===== config.mk =====
export PLATFORM = sky130hd
export DESIGN_NAME = muldiv_sequencer
export DESIGN_NICKNAME = d
export VERILOG_FILES = /design/src/rtl/muldiv_sequencer.sv
export SDC_FILE = /design/constraint.sdc
export NUM_CORES = 1
export LEC_CHECK = 0
export CORE_MARGIN = 2
export CORE_UTILIZATION = 58
export CTS_CLUSTER_SIZE = 12
export DETAILED_ROUTE_END_ITERATION = 6
export GPL_TIMING_DRIVEN = 1
export HOLD_SLACK_MARGIN = 0.06
export MAX_ROUTING_LAYER = met4
export PLACE_DENSITY = 0.83
export SETUP_SLACK_MARGIN = 0.05
export SKIP_CTS_REPAIR_TIMING = 1
export SLEW_MARGIN = 10
export SYNTH_ARGS = -nofsm -noshare
export SYNTH_HDL_FRONTEND = slang
export SYNTH_SLANG_ARGS = --single-unit

===== constraint.sdc =====
create_clock -name clk -period 5.4 [get_ports clk]
set_input_delay 1.08 -clock clk [delete_from_list [all_inputs] [get_ports clk]]
set_output_delay 1.08 -clock clk [all_outputs]
set_load 0.05 [all_outputs]

===== src/rtl/muldiv_sequencer.sv =====
// Multi-cycle M-extension controller: radix-2 shift-add multiply and restoring divide,
// 32 iterations, RISC-V sign and special-case rules, with pipeline stall.
module muldiv_sequencer #(
    parameter int unsigned DATA_W = 32,
    parameter int unsigned CNT_W  = 5
) (
    input  logic              clk,
    input  logic              rst_n,
    input  logic              start_i,
    input  logic [2:0]        op_i,
    input  logic [DATA_W-1:0] operand_a_i,
    input  logic [DATA_W-1:0] operand_b_i,
    input  logic              flush_i,
    output logic              busy_o,
    output logic              stall_o,
    output logic              done_o,
    output logic [DATA_W-1:0] result_o
);

    localparam int unsigned       PROD_W = 2 * DATA_W;
    localparam logic [DATA_W-1:0] SMIN   = {1'b1, {(DATA_W-1){1'b0}}};

    typedef enum logic [1:0] {
        S_IDLE = 2'd0,
        S_CALC = 2'd1,
        S_FIX  = 2'd2,
        S_DONE = 2'd3
    } state_e;

    state_e            state_q, state_d;
    logic [CNT_W-1:0]  cnt_q, cnt_d;
    logic [2:0]        op_q, op_d;
    logic              sa_q, sa_d;
    logic              sb_q, sb_d;
    logic [DATA_W-1:0] opnd_q, opnd_d;     // multiplicand (MUL*) or divisor (DIV*) magnitude
    logic [DATA_W:0]   hi_q, hi_d;         // product high half / partial remainder
    logic [DATA_W-1:0] lo_q, lo_d;         // multiplier bits / dividend shifting into quotient
    logic [DATA_W-1:0] result_q, result_d;

    logic              accept;
    logic              is_div;
    logic              a_signed;
    logic              b_signed;
    logic              neg_a;
    logic              neg_b;
    logic              div_zero;
    logic              div_ovf;
    logic              special;
    logic [DATA_W-1:0] mag_a;
    logic [DATA_W-1:0] mag_b;
    logic [DATA_W-1:0] special_res;

    // Accept-time decode: operand signedness, magnitudes and the short-circuit cases
    always_comb begin
        accept   = (state_q == S_IDLE) & start_i & ~flush_i;
        is_div   = op_i[2];
        a_signed = is_div ? ~op_i[0] : ((op_i[1:0] == 2'b01) | (op_i[1:0] == 2'b10));
        b_signed = is_div ? ~op_i[0] : (op_i[1:0] == 2'b01);
        neg_a    = a_signed & operand_a_i[DATA_W-1];
        neg_b    = b_signed & operand_b_i[DATA_W-1];
        mag_a    = neg_a ? -operand_a_i : operand_a_i;
        mag_b    = neg_b ? -operand_b_i : operand_b_i;
        div_zero = is_div & (operand_b_i == '0);
        div_ovf  = is_div & ~op_i[0] & (operand_a_i == SMIN) & (operand_b_i == '1);
        special  = div_zero | div_ovf;
        if (div_zero) begin
            special_res = op_i[1] ? operand_a_i : '1;
        end else begin
            special_res = op_i[1] ? '0 : SMIN;
        end
    end

    logic [DATA_W:0]   mul_sum;
    logic [DATA_W:0]   div_shift;
    logic [DATA_W:0]   div_sub;
    logic              div_ge;
    logic [PROD_W-1:0] prod;
    logic [PROD_W-1:0] prod_fix;
    logic [DATA_W-1:0] quot_fix;
    logic [DATA_W-1:0] rem_fix;
    logic [DATA_W-1:0] fix_res;

    // One iteration of each engine, plus the sign fix-up and result select
    always_comb begin
        mul_sum   = hi_q + (lo_q[0] ? {1'b0, opnd_q} : '0);
        div_shift = {hi_q[DATA_W-1:0], lo_q[DATA_W-1]};
        div_ge    = div_shift >= {1'b0, opnd_q};
        div_sub   = div_shift - {1'b0, opnd_q};
        prod      = {hi_q[DATA_W-1:0], lo_q};
        prod_fix  = (sa_q ^ sb_q) ? -prod : prod;
        quot_fix  = (sa_q ^ sb_q) ? -lo_q : lo_q;
        rem_fix   = sa_q ? -hi_q[DATA_W-1:0] : hi_q[DATA_W-1:0];
        case (op_q)
            3'b000:                 fix_res = prod_fix[DATA_W-1:0];
            3'b001, 3'b010, 3'b011: fix_res = prod_fix[PROD_W-1:DATA_W];
            3'b100, 3'b101:         fix_res = quot_fix;
            default:                fix_res = rem_fix;
        endcase
    end

    // Datapath next-state
    always_comb begin
        cnt_d    = cnt_q;
        op_d     = op_q;
        sa_d     = sa_q;
        sb_d     = sb_q;
        opnd_d   = opnd_q;
        hi_d     = hi_q;
        lo_d     = lo_q;
        result_d = result_q;
        case (state_q)
            S_IDLE: begin
                if (accept) begin
                    op_d  = op_i;
                    sa_d  = neg_a;
                    sb_d  = neg_b;
                    cnt_d = CNT_W'(DATA_W - 1);
                    hi_d  = '0;
                    if (is_div) begin
                        opnd_d = mag_b;
                        lo_d   = mag_a;
                    end else begin
                        opnd_d = mag_a;
                        lo_d   = mag_b;
                    end
                    if (special) begin
                        result_d = special_res;
                    end
                end
            end
            S_CALC: begin
                cnt_d = cnt_q - CNT_W'(1);
                if (op_q[2]) begin
                    hi_d = div_ge ? div_sub : div_shift;
                    lo_d = {lo_q[DATA_W-2:0], div_ge};
                end else begin
                    hi_d = {1'b0, mul_sum[DATA_W:1]};
                    lo_d = {mul_sum[0], lo_q[DATA_W-1:1]};
                end
            end
            S_FIX: begin
                if (!flush_i) begin
                    result_d = fix_res;
                end
            end
            default: ;
        endcase
    end

    always_ff @(posedge clk or negedge rst_n) begin
        if (!rst_n) begin
            cnt_q    <= '0;
            op_q     <= '0;
            sa_q     <= 1'b0;
            sb_q     <= 1'b0;
            opnd_q   <= '0;
            hi_q     <= '0;
            lo_q     <= '0;
            result_q <= '0;
        end else begin
            cnt_q    <= cnt_d;
            op_q     <= op_d;
            sa_q     <= sa_d;
            sb_q     <= sb_d;
            opnd_q   <= opnd_d;
            hi_q     <= hi_d;
            lo_q     <= lo_d;
            result_q <= result_d;
        end
    end

    // FSM state register
    always_ff @(posedge clk or negedge rst_n) begin
        if (!rst_n) begin
            state_q <= S_IDLE;
        end else begin
            state_q <= state_d;
        end
    end

    // FSM next state; flush always returns to IDLE
    always_comb begin
        state_d = state_q;
        case (state_q)
            S_IDLE: begin
                if (accept) begin
                    state_d = special ? S_DONE : S_CALC;
                end
            end
            S_CALC: begin
                if (flush_i) begin
                    state_d = S_IDLE;
                end else if (cnt_q == '0) begin
                    state_d = S_FIX;
                end
            end
            S_FIX:   state_d = flush_i ? S_IDLE : S_DONE;
            S_DONE:  state_d = S_IDLE;
            default: state_d = S_IDLE;
        endcase
    end

    // FSM outputs; stall drops in DONE so the instruction leaves EX that cycle
    always_comb begin
        busy_o   = (state_q != S_IDLE);
        done_o   = (state_q == S_DONE);
        stall_o  = accept | (state_q == S_CALC) | (state_q == S_FIX);
        result_o = result_q;
    end

endmodule


==> results.tsv, run 1 <==
metric	value	unit
status	complete, but fails checks	
violations	design-rule violations	
timing.final.crit_period	4.51	ns
finalMaxSlewViolations	0	
drt_first_pass_iters	7	
reg2reg_from	lo_q[31]	
clkTransAtPathRegs	0.07	ns
synth_cell_types	79	
die_area	26900	um^2
synth_seq_cells	141	
hold_start	result_o[13]	
synth_ff_type	dfrtp_1	
worstSetupEndpointType	register	
dp_hpwl	42400	um
post-place-cells	2301	
place_congestion	1.07	
yosysTopAreaCell	dfrtp_1	
drt-total-wl	56200	um
grt_setup_unrepaired	no	
clk_latency	0.44	ns
drv_cap	0	
ir_drop	266	uV
grt_pass1_wl	85300	um
clockBufferDepth	2	
syn_inst	1977	
hold_path_class	register to register	
first_global_vias	14800	
synth_area	14900	um^2
yosysSeqAreaShare	0.238	
max_slew.worst_pin.slew	1.17	ns
avgSynthCellArea	7.51	um^2
cp.required	5.72	ns
start_util	0.590	
fin_hold_ws	0.490	ns
die_w	164	um
placementRows	58	
wl_per_cell	24.1	um
synth-async-reset-ratio	1.00	
numCtsBuffers	17	
slew-limit-headroom	0.217	
grtUsageTotal	0.430	
fin_worst_skew	0.0159	ns
yosysWarnings	0	
drc	11	
first_iter_violations	2278	
numClockSinks	141	
setup_viol	0	
cts_root_buf	clkbuf_16	
core_region_area	25200	um^2
synth.top_cells.by_area	dfrtp_1 24%, o21ai_0 6.6%, xor2_1 6.1%	
syn_nets	2122	
startpoint	operand_b_i[10]	
nets	2135	
port-buffer-count	105	
finalCritPeriodShare	0.835	
power.leakage	0.00690	uW
cts_tree	built	
synth_top_area_frac	0.238	
powerDensity	487	nW/um^2
cp.arrival	4.83	ns
io_pins	106	
drive_above_1_share	0.0559	
worstPathMaxFanout	36	
die_h	164	um
fin_util	0.662	
grt_overflow_total	0	
h-tree-depth	4	
hold_violations	0	
tns	0	ns
timing.fmax	222	MHz
antenna_left	0	
synth_edf_count	0	
drt-vias-per-instance	6.89	
start_kind	input port	
antenna_found_initial	1	
grt_max_degree	73	
crit_type	input port to register	
finalPower	8120	uW
vias	16100	
syn_to_final_growth	12.2	%
layout.cells.non_filler	2334	
## worst paths after layout
| path | to | slack [ns] | cells past startpoint |
|---|---|---|---|
| min in group asynchronous | opnd_q[16] | 0.64 | 1 |
| setup reg to reg | hi_q[24] | 1.28 | 13 |
| max in group asynchronous | op_q[1] | 3.63 | 2 |
| hold / removal | result_o[13] | 0.49 | 2 |
| hold reg to reg | result_o[13] | 0.49 | 2 |
| setup / recovery | result_o[0] | 0.89 | 9 |
## sequential cells by signal, summed over array words and instances (netlist names)
register / cells
op_q: 3
lo_q: 32
state_q: 2
hi_q: 33
cnt_q: 5
result_o: 32
sb_q: 1
opnd_q: 32
sa_q: 1
## power by group
| part | total [uW] | internal [uW] | switching, uW |
|---|---|---|---|
| logic | 4920 | 1940 | 2980 |
| clock network | 1280 | 708 | 569 |
| registers | 1930 | 1320 | 614 |
| total | 8120 | 3960 | 4160 |
## logic make-up (layout without fill, tap and decap cells)
group	Yosys count	in the layout	share of synthesized area
xor gates and xnor gates	186	186	0.110
DFF	141	141	0.238
adders and majority gates	74	74	0.0633
AOI/OAI and AO/OA	668	668	0.286
other	0	1	0
and+or+nand+nor	619	619	0.198
muxes	73	73	0.0496
buffers and inverters	216	242	0.0561
## cell usage in the layout, fill, tap and decap left out, types with 12 or more instances in the layout
cell type	n
or3_1	24
o221ai_1	29
a21o_1	29
o211ai_1	35
a22oi_1	26
a21oi_1	158
xnor2_1	82
xor2_1	102
o31ai_1	23
inv_1	75
dfrtp_1	140
or2_2	12
ha_1	72
a221oi_1	13
o21ai_1	12
a211oi_1	44
a31oi_1	12
mux2i_1	68
nand2_1	214
nand4_1	26
nor3_1	39
clkdlybuf4s50_1	102
clkbuf_16	17
nor2_1	157
o21ai_0	195
nand2b_1	17
nand3_1	42
nor4_1	21
buf_4	31
## layer usage
layer  share of wire  routed length [um]  track usage
met5               0                   0            -
met4           0.062                3500        0.230
met3            0.12                6830        0.105
met2            0.42               23800        0.611
met1            0.39               22100        0.565
## synth_stat cells (all sizes together) (5+ instances only)
| cell type | number |
|---|---|
| nand3 | 42 |
| xor2 | 103 |
| o21ai | 209 |
| and2 | 11 |
| a211oi | 44 |
| a22oi | 26 |
| nor3 | 40 |
| a21oi | 159 |
| nor4 | 21 |
| o21bai | 11 |
| a32oi | 5 |
| ha | 72 |
| nand4 | 26 |
| mux2i | 68 |
| mux2 | 5 |
| a21boi | 6 |
| xnor2 | 83 |
| buf | 19 |
| nor2b | 11 |
| nor3b | 5 |
| o41ai | 12 |
| or2 | 12 |
| a221oi | 13 |
| o31ai | 23 |
| or4 | 9 |
| o21a | 8 |
| and3 | 8 |
| o211ai | 35 |
| o22ai | 11 |
| inv | 75 |
| nand2b | 17 |
| or3 | 25 |
| a31oi | 12 |
| a21o | 29 |
| nor2 | 162 |
| clkbuf | 122 |
| o221ai | 29 |
| nand2 | 215 |
| dfrtp | 141 |
## metrics by stage
| step | setup slack (ns) | cell area [um^2] |
|---|---|---|
| 6_report | 0.889 | 16700 |
| 3_5_place_dp | 0.603 | 16000 |
| 4_1_cts | 1.03 | 16700 |
| 3_3_place_gp | 0.684 | 16000 |
| 5_1_grt | 0.776 | 16700 |
| 2_1_floorplan | 1.83 | 14900 |
## cell type report
class                           count  area [um^2]
Clock buffer                       17          425
Timing Repair Buffer              135         1270
Multi-Input combinational cell   1620        10500
Inverter                           75          282
Tap cell                          330          413
Antenna cell                        1         2.50
Fill cell                        2178         8510
Clock inverter                     15          204
Sequential cell                   141         3530
## worst max-delay path, cell delays in order
cell and delay, ns:
clkdlybuf4s50_1 0.48, or4_1 0.58, nor3_1 0.45, and4_1 0.44, nor4b_4 0.47, o21ai_1 0.13
a21o_1 0.61, a211o_1 0.48, o311ai_0 0.11
Note: power is estimated with default switching activity, not from simulation.
==> run 2: changes to the inputs <==
==> constraint.sdc (replaced) <==
create_clock -name clk -period 4.6 [get_ports clk]
set_input_delay 0.92 -clock clk [delete_from_list [all_inputs] [get_ports clk]]
set_output_delay 0.92 -clock clk [all_outputs]
set_load 0.05 [all_outputs]
==> run 2 against run 1 <==
Compared with the run above: the flow still finishes with violations (design-rule violations); final area increased by 1.3%; die area stayed put; clock-buffer cell count unchanged; critical endpoint is now hi_q[24]; largest cell class unchanged.
==> results.tsv, run 2 (same netlist as run 1, synthesis figures left out) <==
metric	value	unit
path_common_cell	inv_1	
timing.final.crit_period	3.98	ns
diodes	0	
slew-limit-headroom	0.299	
antenna_left	0	
regMostFlops	hi_q	
numCtsBuffers	17	
drv_cap	0	
finalMaxSlewViolations	0	
clk_latency	0.46	ns
die_h	164	um
place_congestion	1.04	
hold_path_class	register to register	
min_to	result_o[29]	
h-tree-depth	4	
slowest_stage	a221oi_1	
stdcell_area	16900	um^2
layout_commonest_cell	nand2_1	
hold_path_depth	2	
cpPeakStageDelay	0.52	ns
port-buffer-count	105	
ir_drop	329	uV
first_global_vias	14800	
final_cell_mix	214 x nand2_1, 195 x o21ai_0, 158 x a21oi_1, 157 x nor2_1, 140 x dfrtp_1	
reg2regPathDepth	13	
clkTransAtPathRegs	0.08	ns
powerDensity	571	nW/um^2
hold_start	result_o[29]	
first_iter_violations	2599	
drive_above_1_share	0.0698	
tns	0	ns
largest_reg_flops	33	
r2r_slack	0.62	ns
drc	3	
cp.required	4.96	ns
placementRows	58	
setup_viol	0	
worstPathMaxFanout	5	
io_pins	106	
grt_pass1_wl	86100	um
nets	2165	
vias	16300	
reg2reg_from	lo_q[31]	
cp.arrival	4.34	ns
cts_root_buf	clkbuf_16	
fin_util	0.671	
start_kind	register	
clockBufferDepth	2	
finalCritPeriodShare	0.866	
core_region_area	25200	um^2
grt_setup_unrepaired	no	
crit_path_cell_trace	inv_1 -> ha_1 -> inv_1 -> fa_1 -> a211oi_1 -> nor3_1 -> nor3b_1 -> o311ai_0 -> a221oi_1 -> o21ai_0 -> nand2_1 -> mux2_2 -> o221ai_1	
drt_first_pass_iters	7	
grt_max_degree	83	
drt-vias-per-instance	6.91	
power.leakage	0.00705	uW
wl_per_cell	24.2	um
worstSetupEndpointType	register	
drt-total-wl	57100	um
dp_hpwl	43400	um
grt_overflow_total	0	
hold_violations	0	
syn_to_final_growth	13.7	%
max_slew.worst_pin.slew	1.05	ns
start_util	0.590	
fin_worst_skew	0.0242	ns
status	complete, but fails checks	
crit_type	register to register	
grtUsageTotal	0.434	
r2r_end	hi_q[24]	
place_area	16300	um^2
violations	design-rule violations	
die_area	26900	um^2
timing.fmax	251	MHz
die_w	164	um
antenna_found_initial	0	
numClockSinks	141	
cts_tree	built	
[run 2: cell count changes in the layout (fill, tap and decap cells not counted), sizes merged]
cell      delta
clkinv       -1
inv          +2
bufinv       -2
buf         +30
clkinvlp     +1
diode        -1
[run 2: critical path: cells and delay by family, from the launching register on]
family,cells,cell delay (ns)
adders and majority gates,2,0.62
and+or+nand+nor,3,0.73
DFF,1,0.47
muxes,1,0.33
AOI/OAI and AO/OA,5,1.55
buffers and inverters,2,0.19
[run 2: metal layers]
| layer | track usage | share of wire | vias to the layer above | wire, um |
|---|---|---|---|---|
| li1 | - | - | 7281 | - |
| met1 | 0.583 | 0.40 | 7723 | 22800 |
| met2 | 0.618 | 0.42 | 1122 | 24100 |
| met3 | 0.0881 | 0.12 | 209 | 6610 |
| met4 | 0.221 | 0.062 | 0 | 3570 |
| met5 | - | 0 | - | 0 |
[run 2: layout make-up]
type,count,area [um^2]
flip-flops and latches,141,3530
well taps,330,413
repair buffers,165,1520
fillers,2199,8290
clock inverters,15,174
inverters,75,282
multi-input cells,1620,10500
clock buffers,17,425
[run 2: how the worst max path moves through the flow]
stage | start | depth (start not counted) | endpoint
2_1_floorplan | operand_b_i[4] | 9 | result_o[15]
3_3_place_gp | operand_b_i[4] | 9 | result_o[15]
3_5_place_dp | operand_b_i[4] | 9 | result_o[16]
4_1_cts | lo_q[31] | 13 | hi_q[24]
5_1_grt | lo_q[31] | 13 | hi_q[24]
6_report | lo_q[31] | 13 | hi_q[24]
[run 2: power breakdown]
group	total, uW	internal, uW	switching [uW]	leakage (uW)
sequential	2100	1550	546	0.00174
combinational	6100	2360	3740	0.00502
clock	1450	734	718	0.000287
[run 2: through the flow]
stage | hold slack [ns] | power, uW | instances | setup slack (ns)
6_report | 0.485 | 9650 | 2363 | 0.617
5_1_grt | 0.503 | 10200 | 2363 | 0.321
4_1_cts | 0.489 | 9410 | 2363 | 0.754
3_5_place_dp | 0.467 | 7940 | 2331 | 0.356
3_3_place_gp | 0.463 | 7810 | 2331 | 0.437
2_1_floorplan | 0.447 | 6220 | 1977 | 1.19
==> run 3: changes to the inputs <==
--- a/config.mk
+++ b/config.mk
@@ -6,13 +6,13 @@
 export NUM_CORES = 1
 export LEC_CHECK = 0
 export CORE_MARGIN = 2
-export CORE_UTILIZATION = 58
+export CORE_UTILIZATION = 30
 export CTS_CLUSTER_SIZE = 12
 export DETAILED_ROUTE_END_ITERATION = 6
 export GPL_TIMING_DRIVEN = 1
 export HOLD_SLACK_MARGIN = 0.06
 export MAX_ROUTING_LAYER = met4
-export PLACE_DENSITY = 0.83
+export PLACE_DENSITY = 0.5
 export SETUP_SLACK_MARGIN = 0.05
 export SKIP_CTS_REPAIR_TIMING = 1
 export SLEW_MARGIN = 10
==> constraint.sdc (replaced) <==
create_clock -name clk -period 4.3 [get_ports clk]
set_input_delay 0.86 -clock clk [delete_from_list [all_inputs] [get_ports clk]]
set_output_delay 0.86 -clock clk [all_outputs]
set_load 0.05 [all_outputs]
==> run 3 against run 2 <==
Compared with the run above: highest routed layer unchanged; critical path depth fell by 3; via count decreased by 3.4%; global-route usage is 17 points lower; sequential cell count stayed put; worst hold slack got worse by 0.098 ns; clock-buffer cell count increased by 2; the flow now finishes without violations; combinational power rose by 11%; register-to-register slack worse by 0.14 ns; setup slack got worse by 0.14 ns.
==> results.tsv, run 3 (same netlist as run 1, synthesis figures left out) <==
metric	value	unit
timing.fmax	262	MHz
first_global_vias	14900	
grt_overflow_total	0	
crit_type	input port to register	
startpoint	operand_a_i[26]	
hold_violations	0	
drt-vias-per-instance	5.76	
die_area	51300	um^2
powerDensity	601	nW/um^2
first_iter_violations	1632	
finalPower	10600	uW
vias	15800	
fin_worst_skew	0.0104	ns
hold_path_class	input port to async pin	
clk_latency	0.49	ns
place_congestion	0.968	
die_w	227	um
grt_pass1_wl	97200	um
setup_viol	0	
drt_first_pass_iters	6	
dp_hpwl	51200	um
cp-endpoint	result_o[16]	
status	finished clean	
drive_above_1_share	0.0878	
nets	2205	
cp.required	4.69	ns
grt_max_degree	87	
r2r_slack	0.48	ns
placementRows	81	
regMostFlops	hi_q	
port-buffer-count	105	
largest_reg_flops	33	
cts_tree	built	
layout_commonest_cell	nand2_1	
finalCritPeriodShare	0.889	
drt-total-wl	65200	um
antenna_found_initial	2	
numCtsBuffers	17	
numClockSinks	141	
finalMaxSlewViolations	0	
grtUsageTotal	0.264	
core_region_area	49000	um^2
cp.arrival	4.21	ns
start_util	0.303	
cts_root_buf	clkbuf_16	
die_h	227	um
ir_drop	319	uV
timing.final.crit_period	3.82	ns
slew-limit-headroom	0.310	
final_cell_mix	214 x nand2_1, 195 x o21ai_0, 158 x a21oi_1, 157 x nor2_1, 140 x dfrtp_1	
syn_to_final_growth	18.9	%
drv_cap	0	
reg2regPathDepth	7	
tns	0	ns
reg2reg_from	lo_q[13]	
grt_setup_unrepaired	no	
drc	0	
start_kind	input port	
power.leakage	0.00725	uW
clockBufferDepth	2	
worstSetupEndpointType	register	
wl_per_cell	23.8	um
max_slew.worst_pin.slew	1.03	ns
antenna_left	0	
io_pins	106	
clkTransAtPathRegs	0.07	ns
h-tree-depth	4	
worstPathMaxFanout	20	
r2r_end	result_o[0]	
run 3: cell types whose count changed in the layout (fill, tap and decap cells not counted):
cell / delta
clkinv_8: -4
nor3b_2: +1
inv_8: -6
buf_12: +1
bufinv_16: +4
clkbuf_1: +1
clkinv_2: +1
clkbuf_8: +1
diode_2: +1
clkinvlp_4: +3
nor3b_1: -1
buf_4: +39
run 3: metrics by stage:
step / worst slack, ns / util / cell area, um^2 / hold slack [ns] / std cells
after global routing: 0.176 / 0.361 / 17700 / 0.429 / 2738
after global placement: 0.222 / 0.348 / 17000 / 0.462 / 2705
after CTS: 0.332 / 0.361 / 17700 / 0.396 / 2737
after detailed placement: 0.194 / 0.348 / 17000 / 0.469 / 2705
after floorplan: 0.946 / - / 14900 / 0.447 / 1977
final: 0.479 / 0.361 / 17700 / 0.387 / 2738
run 3: how the worst min path moves through the flow:
stage	slack (ns)	endpoint	start
floorplan	0.45	op_q[0]	op_q[0]
global placement	0.46	result_o[30]	result_o[30]
detailed placement	0.47	result_o[12]	result_o[12]
CTS	0.40	opnd_q[9]	rst_n
global route	0.43	opnd_q[9]	rst_n
finish	0.39	opnd_q[9]	rst_n
run 3: where the power goes:
part           switching, uW  total (uW)  internal, uW
Clock                    666        1650           986
Sequential               529        2190          1660
Combinational           4140        6760          2630
run 3: per-layer routing:
| metal | wire length, um | global-route usage |
|---|---|---|
| met5 | 0 | - |
| met2 | 28600 | 0.388 |
| met1 | 30400 | 0.370 |
| met4 | 1590 | 0.0770 |
| met3 | 4600 | 0.0428 |
run 3: final cells by class:
cell class,count,area [um^2]
Inverter,75,282
Multi-Input combinational cell,1620,10600
Antenna cell,1,2.50
Fill cell,5198,31300
Clock buffer,19,443
Tap cell,664,831
Clock inverter,13,189
Sequential cell,141,3530
Timing Repair Buffer,205,1830
run 3: critical path: stages:
cell and delay, ns:
clkdlybuf4s50_1 0.57, nor3_1 0.63, nand2b_1 0.20, or3_1 0.38
or3_1 0.39, nor3_1 0.19, o21ai_1 0.08, a21o_1 0.35
buf_4 0.28, o31ai_1 0.27
